[src/rtl/filter_load_controller.sv]
// Streams N*N-word filters and then bias words from memory into the filter buffer.
// One read outstanding at a time: a filter takes 2*N*N+1 cycles and a bias 3 cycles at 1-cycle memory latency.
module filter_load_controller #(
  parameter int N  = 5,
  parameter int DW = 16,
  parameter int AW = 16
) (
  input  logic              clk,
  input  logic              reset,
  input  logic              start,
  input  logic [AW-1:0]     base_addr,
  input  logic [15:0]       num_filters,
  input  logic [7:0]        num_bias,
  output logic              busy,
  output logic              done,
  output logic              mem_rd,
  output logic [AW-1:0]     mem_addr,
  input  logic [DW-1:0]     mem_data,
  input  logic              mem_valid,
  output logic              FB_write,
  output logic              FB_bias_or_filter,
  output logic [15:0]       FB_index_filter,
  output logic [15:0]       FB_index_bias,
  output logic [N*N*DW-1:0] FB_filter,
  output logic [DW-1:0]     FB_bias_word
);

  localparam int NN = N * N;
  localparam int KW = (NN > 1) ? $clog2(NN + 1) : 1;
  localparam logic [KW-1:0] K_LAST = KW'(NN - 1);

  typedef enum logic [2:0] {IDLE, FETCH_F, WRITE_F, FETCH_B, WRITE_B, DONE} state_t;

  state_t        state, state_nx;
  logic [15:0]   nf_q, f_q;
  logic [7:0]    nb_q, b_q, nb_clamp;
  logic [KW-1:0] k_q;
  logic          pend_q;
  logic [AW-1:0] ptr_q, rd_addr;
  logic          rsp, issue;

  assign nb_clamp = (num_bias > 8'd120) ? 8'd120 : num_bias;
  // Data only counts when it answers our own outstanding read.
  assign rsp      = pend_q & mem_valid;
  // Filters and biases are contiguous, so one running pointer covers every address.
  assign rd_addr  = (state == IDLE) ? base_addr : ptr_q;

  assign busy     = (state != IDLE);
  assign done     = (state == DONE);
  assign FB_write = (state == WRITE_F) || (state == WRITE_B);

  always_ff @(posedge clk) begin
    if (reset) state <= IDLE;
    else       state <= state_nx;
  end

  always_comb begin
    state_nx = state;
    issue    = 1'b0;
    case (state)
      IDLE: begin
        if (start) begin
          if (num_filters != 16'd0) begin
            state_nx = FETCH_F;
            issue    = 1'b1;
          end else if (nb_clamp != 8'd0) begin
            state_nx = FETCH_B;
            issue    = 1'b1;
          end else begin
            state_nx = DONE;
          end
        end
      end
      FETCH_F: begin
        if (rsp) begin
          if (k_q == K_LAST) state_nx = WRITE_F;
          else               issue    = 1'b1;
        end
      end
      WRITE_F: begin
        if (17'(f_q) + 17'd1 < 17'(nf_q)) begin
          state_nx = FETCH_F;
          issue    = 1'b1;
        end else if (nb_q != 8'd0) begin
          state_nx = FETCH_B;
          issue    = 1'b1;
        end else begin
          state_nx = DONE;
        end
      end
      FETCH_B: begin
        if (rsp) state_nx = WRITE_B;
      end
      WRITE_B: begin
        if (b_q + 8'd1 < nb_q) begin
          state_nx = FETCH_B;
          issue    = 1'b1;
        end else begin
          state_nx = DONE;
        end
      end
      DONE:    state_nx = IDLE;
      default: state_nx = IDLE;
    endcase
  end

  always_ff @(posedge clk) begin
    if (reset) begin
      mem_rd            <= 1'b0;
      mem_addr          <= '0;
      ptr_q             <= '0;
      pend_q            <= 1'b0;
      nf_q              <= '0;
      nb_q              <= '0;
      f_q               <= '0;
      k_q               <= '0;
      b_q               <= '0;
      FB_bias_or_filter <= 1'b1;
      FB_index_filter   <= '0;
      FB_index_bias     <= '0;
      FB_filter         <= '0;
      FB_bias_word      <= '0;
    end else begin
      mem_rd <= issue;
      if (issue) begin
        mem_addr <= rd_addr;
        ptr_q    <= rd_addr + AW'(1);
      end
      if (issue)    pend_q <= 1'b1;
      else if (rsp) pend_q <= 1'b0;

      case (state)
        IDLE: begin
          if (start) begin
            nf_q <= num_filters;
            nb_q <= nb_clamp;
            f_q  <= '0;
            k_q  <= '0;
            b_q  <= '0;
          end
        end
        FETCH_F: begin
          if (rsp) begin
            for (int i = 0; i < NN; i++) begin
              if (k_q == KW'(i)) FB_filter[i*DW +: DW] <= mem_data;
            end
            k_q <= k_q + KW'(1);
            // Index and type are set up so they are stable during the WRITE_F cycle.
            if (k_q == K_LAST) begin
              FB_index_filter   <= f_q;
              FB_bias_or_filter <= 1'b1;
            end
          end
        end
        WRITE_F: begin
          f_q <= f_q + 16'd1;
          k_q <= '0;
        end
        FETCH_B: begin
          if (rsp) begin
            FB_bias_word      <= mem_data;
            FB_index_bias     <= {8'd0, b_q};
            FB_bias_or_filter <= 1'b0;
          end
        end
        WRITE_B: b_q <= b_q + 8'd1;
        default: ;
      endcase
    end
  end

endmodule

[config.mk]
export PLATFORM = sky130hd
export DESIGN_NAME = filter_load_controller
export DESIGN_NICKNAME = d
export VERILOG_FILES = /design/src/rtl/filter_load_controller.sv
export SDC_FILE = /design/constraint.sdc
export NUM_CORES = 1
export LEC_CHECK = 0
export CAP_MARGIN = 20
export CORE_ASPECT_RATIO = 1.25
export CORE_MARGIN = 2
export CORE_UTILIZATION = 39
export CTS_BUF_LIST = sky130_fd_sc_hd__clkbuf_4
export DETAILED_ROUTE_END_ITERATION = 8
export PLACE_DENSITY = 0.66
export SLEW_MARGIN = 5
export SYNTH_ARGS = -nofsm -noshare
export SYNTH_HDL_FRONTEND = slang
export SYNTH_SLANG_ARGS = --single-unit
[constraint.sdc]
create_clock -name clk -period 6.45 [get_ports clk]
set_input_delay 0.645 -clock clk [delete_from_list [all_inputs] [get_ports clk]]
set_output_delay 0.645 -clock clk [all_outputs]
set_load 0.03 [all_outputs]
# ---- Word level (Yosys, flattened, before mapping)
# Index checks and enable logic that the tools add are counted.
dict set report word_totals {
  regBits 531
  word_cells 158
}
dict set report classes {
  n_bitwise 1
  n_mux 33
  n_eq_ne 33
  magnitude_cmp 3
  n_addsub 5
  n_reduce_logical 44
}
# cell n
set ops {}
lappend ops {{3-bit AND reduction} 26}
lappend ops {{5-bit == test (second input constant)} 9}
lappend ops {{5-bit by 4-bit == test with 1-bit output (second input constant)} 8}
lappend ops {{16-bit by 1-bit adder with 16-bit output (second input constant)} 2}
lappend ops {{16-bit two-way mux} 2}
lappend ops {{16-bit one-hot mux with 2 select lines} 1}
lappend ops {{3-bit two-way mux} 9}
lappend ops {{5-bit by 3-bit == test with 1-bit output (second input constant)} 4}
lappend ops {{16-bit by 1-bit adder with 17-bit output (second input constant)} 1}
lappend ops {{17-bit by 16-bit < comparator with 1-bit output} 1}
lappend ops {{8-bit two-way mux} 2}
lappend ops {{8-bit one-hot mux with 2 select lines} 1}
lappend ops {{16-bit nonzero test} 1}
lappend ops {{8-bit nonzero test} 2}
lappend ops {{3-bit one-hot mux with 5 select lines} 1}
lappend ops {{5-bit one-hot mux with 3 select lines} 1}
lappend ops {{1-bit two-way mux} 12}
lappend ops {{5-bit by 2-bit == test with 1-bit output (second input constant)} 2}
lappend ops {{5-bit two-way mux} 2}
lappend ops {{8-bit by 1-bit adder with 8-bit output (second input constant)} 1}
lappend ops {{8-bit by 7-bit greater-than comparator with 1-bit output (second input constant)} 1}
lappend ops {{8-bit < comparator} 1}
lappend ops {{2-bit inequality test (second input constant)} 4}
lappend ops {{2-bit AND reduction} 4}
lappend ops {{14 further kinds} 21}

# ---- Depth between registers and ports, before layout
# Gate-level depths: netlist of run 1.
dict set report logic_depth {
  depth_word 8
  depth_mapped 15
  mapped_depth_nobuf 12
}

# ---- Least setup slack after synthesis of run 1
# OpenSTA, ideal clock, no wires.
dict set report synth_path {
  path_kind {reg-to-reg}
  startpoint {register f_q[0]}
  endpoint {register mem_addr[11]}
  setup_slack_ps 3169
  stages_incl_launch_ff 15
  required_time_ps 6303
  n_path_buf 2
  t_arrival_ps 3134
  path_cell_list {dfxtp_1 -> ha_1 -> buf_2 -> nand2_1 -> nor4_4 -> nand3_1 -> xnor2_1 -> ha_1 -> and3_1 -> a221o_1 -> a311oi_1 -> o211ai_2 -> nand2_2 -> buf_2 -> a211oi_1}
}
dict set report synth_between {
  elab_chain_len 4
}
# element line
set synth_rtl {}
lappend synth_rtl {{start, declared} 35} ;# logic [15:0] nf_q, f_q;
lappend synth_rtl {{start signal, assigned} 156} ;# f_q <= f_q + 16'd1;
lappend synth_rtl {{16-bit by 1-bit adder with 17-bit output} 81} ;# if (17'(f_q) + 17'd1 < 17'(nf_q)) begin
lappend synth_rtl {{17-bit by 16-bit < comparator with 1-bit output} 81}
lappend synth_rtl {{1-bit two-way mux} 81}
lappend synth_rtl {{1-bit one-hot mux with 4 select lines} 60} ;# case (state)
lappend synth_rtl {{end signal, assigned} 126} ;# mem_addr <= rd_addr;
lappend synth_rtl {{end, declared} 17} ;# output logic [AW-1:0] mem_addr,
# Every way passes these cells.
# A chain may end at the register's enable or synchronous reset.

# ---- Worst setup path in the final report of run 1
dict set report layout_path {
  startpoint {register f_q[0]}
  endpoint {register ptr_q[7]}
}
dict set report layout_between {
  elab_chain_len 4
}
# element line
set layout_rtl {}
lappend layout_rtl {{16-bit by 1-bit adder with 17-bit output} 81}
lappend layout_rtl {{17-bit by 16-bit < comparator with 1-bit output} 81}
lappend layout_rtl {{1-bit two-way mux} 81}
lappend layout_rtl {{1-bit one-hot mux with 4 select lines} 60}
lappend layout_rtl {{end signal, assigned} 127} ;# ptr_q <= rd_addr + AW'(1);
lappend layout_rtl {{end, declared} 39} ;# logic [AW-1:0] ptr_q, rd_addr;
# Every way passes these cells.

==> impl_metrics.json, run 1 <==
{
  "yosys-top-cells-area": "dfxtp_1 50%, mux2i_1 12%, nand2_1 8.5%",
  "fin_ws_ns": 1.92,
  "path_class": "register to register",
  "worstPathCellList": "ha_1 -> nand2_1 -> nor4_4 -> nand3_1 -> xnor2_1 -> ha_1 -> and3_1 -> a221o_1 -> a311oi_1 -> o211a_1 -> nor2_2 -> o41ai_2",
  "cap_violations": 0,
  "nNetsFinal": 2970,
  "track_usage_pct": 25.3,
  "fp.dieH_um": 264,
  "synth_warnings": 0,
  "power.total_mw": 6.81,
  "antenna_found_initial": 2,
  "fin_tns_setup_ns": 0,
  "fmax_mhz": 221,
  "avgRoutedWirePerCell_um": 19.5,
  "synthCells": 2399,
  "syn_area_um2": 21100,
  "clockBufferDepth": 3,
  "row_count": 95,
  "fp.dieW_um": 212,
  "synth.distinct_cells": 69,
  "syn_avg_cell_area_um2": 8.80,
  "cpMaxStageDelayCell": "o211a_1",
  "whs_ns": 0.183,
  "finalHoldViolCount": 0,
  "status": "finished, final reports clean",
  "crit_buf_inv": 0,
  "cts_hold_buffers": 0,
  "drtPass1Iterations": 6,
  "start_util_pct": 39.4,
  "met2_usage_pct": 42.8,
  "grt_util_met3_pct": 8.68,
  "ys_seq_area_share_pct": 50.3,
  "cellPowerDensity_nw_per_um2": 242,
  "overflow": 0,
  "yosysTopAreaCell": "dfxtp_1",
  "vias": 18700,
  "grt_max_degree": 148,
  "skew_ns": 0.0463,
  "cts_root_buffer": "clkbuf_4",
  "final_cells": 3686,
  "post-cts-setup-buffers": 0,
  "ir_drop_v": 0.000156,
  "synthFlopType": "dfxtp_1",
  "cts_resized": 0,
  "io_pins": 529,
  "rsz0062_at_grt": "no",
  "clkLatencyLatePin_ns": 0.95,
  "critPathCaptureType": "register",
  "worstMarginPinSlew_ns": 1.16,
  "first_global_vias": 18500,
  "area_delta_synth_final_pct": 33.6,
  "die_area_um2": 56000,
  "path_common_cell": "ha_1",
  "relSlewSlack_pct": 22.5,
  "final_util_pct": 52.6,
  "crit_arrival_ns": 5.35,
  "synth_top_area_share_pct": 50.3,
  "drive_gt1_share_pct": 9.17,
  "dp.cells": 3464,
  "via_per_inst": 5.08,
  "drc": 0,
  "gp_congestion": 0.839,
  "fin_crit_sh_pct": 70.3,
  "htree_num_levels": 4,
  "ys_ff_latch": 531,
  "final_area_um2": 28200,
  "dp_slack_ns": 2.01,
  "wl_um": 71900,
  "hpwlAfterDp_um": 46900,
  "top_usage_layer": "met2",
  "drtIter0Drc": 1157,
  "cts_buffers": 138,
  "grt_pass1_wl_um": 109000,
  "synth-edff-count": 0,
  "cp_slowest_stage_delay_ns": 0.85,
  "required_ns": 7.27,
  "core_um2": 53600,
  "antenna_left": 0,
  "clk_pin_slew_ns": 0.07,
  "yosysMostFrequentCell": "dfxtp_1",
  "cts_sinks": 531,
  "period_needed_ns": 4.53,
  "setup_viol": 0,
  "critical-path-top-delay-family": "compound AO/OA/AOI/OAI gates",
  "port_buffers": 520,
  "finalMaxSlewViolations": 0,
  "critPathLaunchType": "register",
  "critPathMaxFanout": 29,
  "placed_cell_area_um2": 26500,
  "async_flop_share_pct": 0,
  "cts_tree": "yes",
  "grt_use_met1_pct": 28.9,
  "min_path_type": "input pin to register",
  "synthTopCellsByCount": "531 x dfxtp_1, 476 x nand2_1, 279 x nor2_1, 273 x a21oi_1, 255 x mux2i_1",
  "p_leak_nw": 11.8
}
==> state kept, by name, summed over array words and instances (netlist names), 3 cells and up <==
register / cells
FB_index_filter: 16
ptr_q: 16
state: 3
mem_addr: 16
nb_q: 8
f_q: 16
FB_bias_word: 16
FB_index_bias: 8
nf_q: 16
b_q: 8
FB_filter: 400
k_q: 5
==> worst register-to-register path, cell delays in order (launching register included) <==
cell	delay (ns)
dfxtp_1	0.41
ha_1	0.32
nand2_1	0.15
nor4_4	0.43
nand3_1	0.17
xnor2_1	0.16
ha_1	0.29
and3_1	0.18
a221o_1	0.31
a311oi_1	0.62
o211a_1	0.85
nor2_2	0.18
o41ai_2	0.35
==> worst paths after layout <==
path	from	to	slack [ns]	depth (start not counted)
worst max-delay path	f_q[0]	ptr_q[7]	1.92	12
worst min-delay path	reset	FB_filter[367]	0.18	2
worst max register to register	f_q[0]	ptr_q[7]	1.92	12
worst min register to register	FB_bias_word[6]	FB_bias_word[6]	0.45	2
==> final cells by class <==
cell class              instances  area (um2)
inverters                      33         124
well taps                     727         910
clock inverters                26         248
flip-flops and latches        531       10600
fillers                      5006       25400
repair buffers                546        5420
multi-input cells            1630        9450
diodes                          3        7.51
clock buffers                 190        1430
==> layout by cell type, fill, tap and decap left out, types with 12 or more instances in the layout <==
| cell | count |
|---|---|
| a21oi_1 | 273 |
| clkinv_1 | 12 |
| a211oi_1 | 14 |
| nand3_1 | 37 |
| and3_1 | 17 |
| o21ai_0 | 43 |
| buf_4 | 23 |
| xnor2_1 | 25 |
| ha_1 | 30 |
| mux2i_1 | 255 |
| clkdlybuf4s50_1 | 516 |
| nand4_1 | 13 |
| dfxtp_1 | 531 |
| nand2_1 | 476 |
| nor2_1 | 278 |
| inv_1 | 32 |
| nor3_1 | 29 |
| clkbuf_4 | 190 |
| and2_1 | 12 |
==> layer usage <==
metal | part of all wire (%) | vias up | wire [um]
met5 | 0 | - | 0
met4 | 3.3 | 0 | 2350
met2 | 49 | 731 | 35000
met1 | 39 | 8863 | 28300
met3 | 8.7 | 128 | 6290
li1 | - | 9009 | -
==> cell families after synthesis <==
logic type	share of synthesized area (%)
xor gates and xnor gates	1.49
and+or+nand+nor	18.9
other	0.0178
buffers and inverters	5.06
adders and majority gates	1.78
AOI/OAI and AO/OA	10.2
DFF	50.3
muxes	12.3
==> power breakdown <==
| part | internal, mW | switching (mW) |
|---|---|---|
| logic | 0.171 | 0.377 |
| clock network | 1.54 | 1.36 |
| registers | 3.33 | 0.0366 |
Note: power is estimated with default switching activity, not from simulation.
==> inputs of run 2 (changes only) <==
Settings changed: PLACE_DENSITY 0.66 to 0.68.
Clock period 6.45 ns to 4 ns, I/O delays scaled along.
==> run 2 against run 1 <==
Against the previous run:
- count of clock-buffer cells in the layout is 2 lower
- die area unchanged
- flip-flop and latch count is the same
- via count grew 0.96%
- non-clock buffer count up 13
- final area increased by 0.40%
- first-iteration DRC count up 30%
- critical path depth up 2
- fmax up 22%
- sequential power grew 61%
- combinational power up 62%
- worst hold slack lost 0.044 ns
- highest routed layer unchanged
==> impl_metrics.json, run 2 (synthesis results as in run 1) <==
{
  "dp.cells": 3479,
  "area_delta_synth_final_pct": 34.2,
  "path_class": "register to register",
  "fmax_mhz": 268,
  "crit_arrival_ns": 4.47,
  "ff2ff_setup_slack_ns": 0.27,
  "whs_endpoint": "nf_q[3]",
  "rsz0062_at_grt": "no",
  "hp-start": "num_filters[3]",
  "finalMaxSlewViolations": 0,
  "period_needed_ns": 3.73,
  "cts_sinks": 531,
  "setup_viol": 0,
  "final_cells": 3698,
  "cts_buffers": 136,
  "ir_drop_v": 0.000249,
  "start_util_pct": 39.4,
  "skew_ns": 0.0511,
  "finalHoldViolCount": 0,
  "largest_reg_flops": 400,
  "drtPass1Iterations": 8,
  "min_path_type": "input pin to register",
  "wl_um": 71200,
  "first_global_vias": 18700,
  "grt_max_degree": 200,
  "antenna_left": 0,
  "drive_gt1_share_pct": 9.57,
  "fp.dieH_um": 264,
  "fin_crit_sh_pct": 93.2,
  "critPathMaxFanout": 14,
  "antenna_found_initial": 2,
  "vias": 18900,
  "clockBufferDepth": 3,
  "grt_pass1_wl_um": 108000,
  "avgRoutedWirePerCell_um": 19.3,
  "htree_num_levels": 4,
  "whs_ns": 0.139,
  "fin_ws_ns": 0.272,
  "clkLatencyLatePin_ns": 0.87,
  "core_um2": 53600,
  "fin_tns_setup_ns": 0,
  "required_ns": 4.74,
  "top_register": "FB_filter",
  "row_count": 95,
  "final_cell_mix": "531 x dfxtp_1, 515 x clkdlybuf4s50_1, 476 x nand2_1",
  "whs_path_depth": 3,
  "cts_root_buffer": "clkbuf_4",
  "via_per_inst": 5.11,
  "worstMarginPinSlew_ns": 1.07,
  "clk_pin_slew_ns": 0.06,
  "reg2reg_from": "f_q[0]",
  "die_area_um2": 56000,
  "drtIter0Drc": 1501,
  "fp.dieW_um": 212,
  "final_common_cell": "dfxtp_1",
  "dp_slack_ns": 0.190,
  "critPathCaptureType": "register",
  "gp_congestion": 0.835,
  "drc": 0,
  "nNetsFinal": 2981,
  "cts_tree": "yes",
  "critPathLaunchType": "register",
  "cap_violations": 0,
  "track_usage_pct": 24.9,
  "hpwlAfterDp_um": 47500,
  "status": "finished, final reports clean",
  "cellPowerDensity_nw_per_um2": 387,
  "relSlewSlack_pct": 28.4,
  "p_leak_nw": 11.9,
  "r2r-end": "ptr_q[7]",
  "reg2regPathDepth": 14,
  "io_pins": 529,
  "overflow": 0,
  "port_buffers": 520
}
[run 2: cell count changes in the layout (fill, tap and decap cells not counted), sizes merged]
cell,change
dlygate4sd3,+1
clkinvlp,-2
diode,-1
clkdlybuf4s50,-1
buf,+14
clkinv,+4
clkbuf,-3
[run 2: metrics by stage]
stage / cell area, um2 / total power [mW] / util [%]
5_1_grt: 28300 / 11.4 / 52.8
6_report: 28300 / 11.0 / 52.8
3_5_place_dp: 26600 / 6.42 / 49.7
4_1_cts: 28300 / 11.1 / 52.8
2_1_floorplan: 21100 / 6.08 / -
3_3_place_gp: 26600 / 6.40 / 49.7
[run 2: final cells by class]
class | instances | area, um2
Clock inverter | 28 | 255
Antenna cell | 2 | 5.00
Timing Repair Buffer | 559 | 5520
Sequential cell | 531 | 10600
Fill cell | 4923 | 25300
Clock buffer | 188 | 1410
Inverter | 33 | 124
Multi-Input combinational cell | 1630 | 9470
Tap cell | 727 | 910
[run 2: power breakdown]
| part | internal [mW] | total [mW] | switching [mW] |
|---|---|---|---|
| combinational | 0.285 | 0.886 | 0.602 |
| clock | 2.47 | 4.65 | 2.18 |
| sequential | 5.36 | 5.42 | 0.0612 |
[run 2: what timing repair did]
item	4_1_cts	5_1_grt
resized for setup	0	4
setup buffers	0	0
endpoints found under the hold margin	20	0
hold buffers	1	0
setup endpoints to repair	0	31
[run 2: worst max-delay path by stage]
| stage | from | end | slack, ns |
|---|---|---|---|
| 6_report | f_q[0] | ptr_q[7] | 0.27 |
| 5_1_grt | f_q[0] | ptr_q[7] | 0.02 |
| 4_1_cts | f_q[0] | ptr_q[7] | 0.15 |
| 3_5_place_dp | f_q[0] | ptr_q[7] | 0.19 |
| 3_3_place_gp | f_q[0] | ptr_q[7] | 0.34 |
| 2_1_floorplan | f_q[0] | mem_addr[11] | 0.72 |
[run 2: worst max-delay path: stages (launching register included)]
cell and delay, ns:
dfxtp_1 0.42, ha_2 0.30, nand2_1 0.14, nor4_4 0.32, buf_4 0.20, xor2_1 0.17, ha_1 0.27, a21o_1 0.18
a221o_1 0.37, a311oi_2 0.24, buf_4 0.18, o211a_1 0.21, buf_4 0.22, nor2_2 0.09, o41ai_2 0.31
[run 2: layer usage]
| metal | routed length (um) | vias up | part of all wire, % | global-route usage, % |
|---|---|---|---|---|
| li1 | - | 9006 | - | - |
| met1 | 27600 | 8908 | 39 | 27.5 |
| met2 | 34600 | 828 | 49 | 42.5 |
| met3 | 6160 | 169 | 8.6 | 8.06 |
| met4 | 2920 | 0 | 4.1 | 12.6 |
| met5 | 0 | - | 0 | 0 |
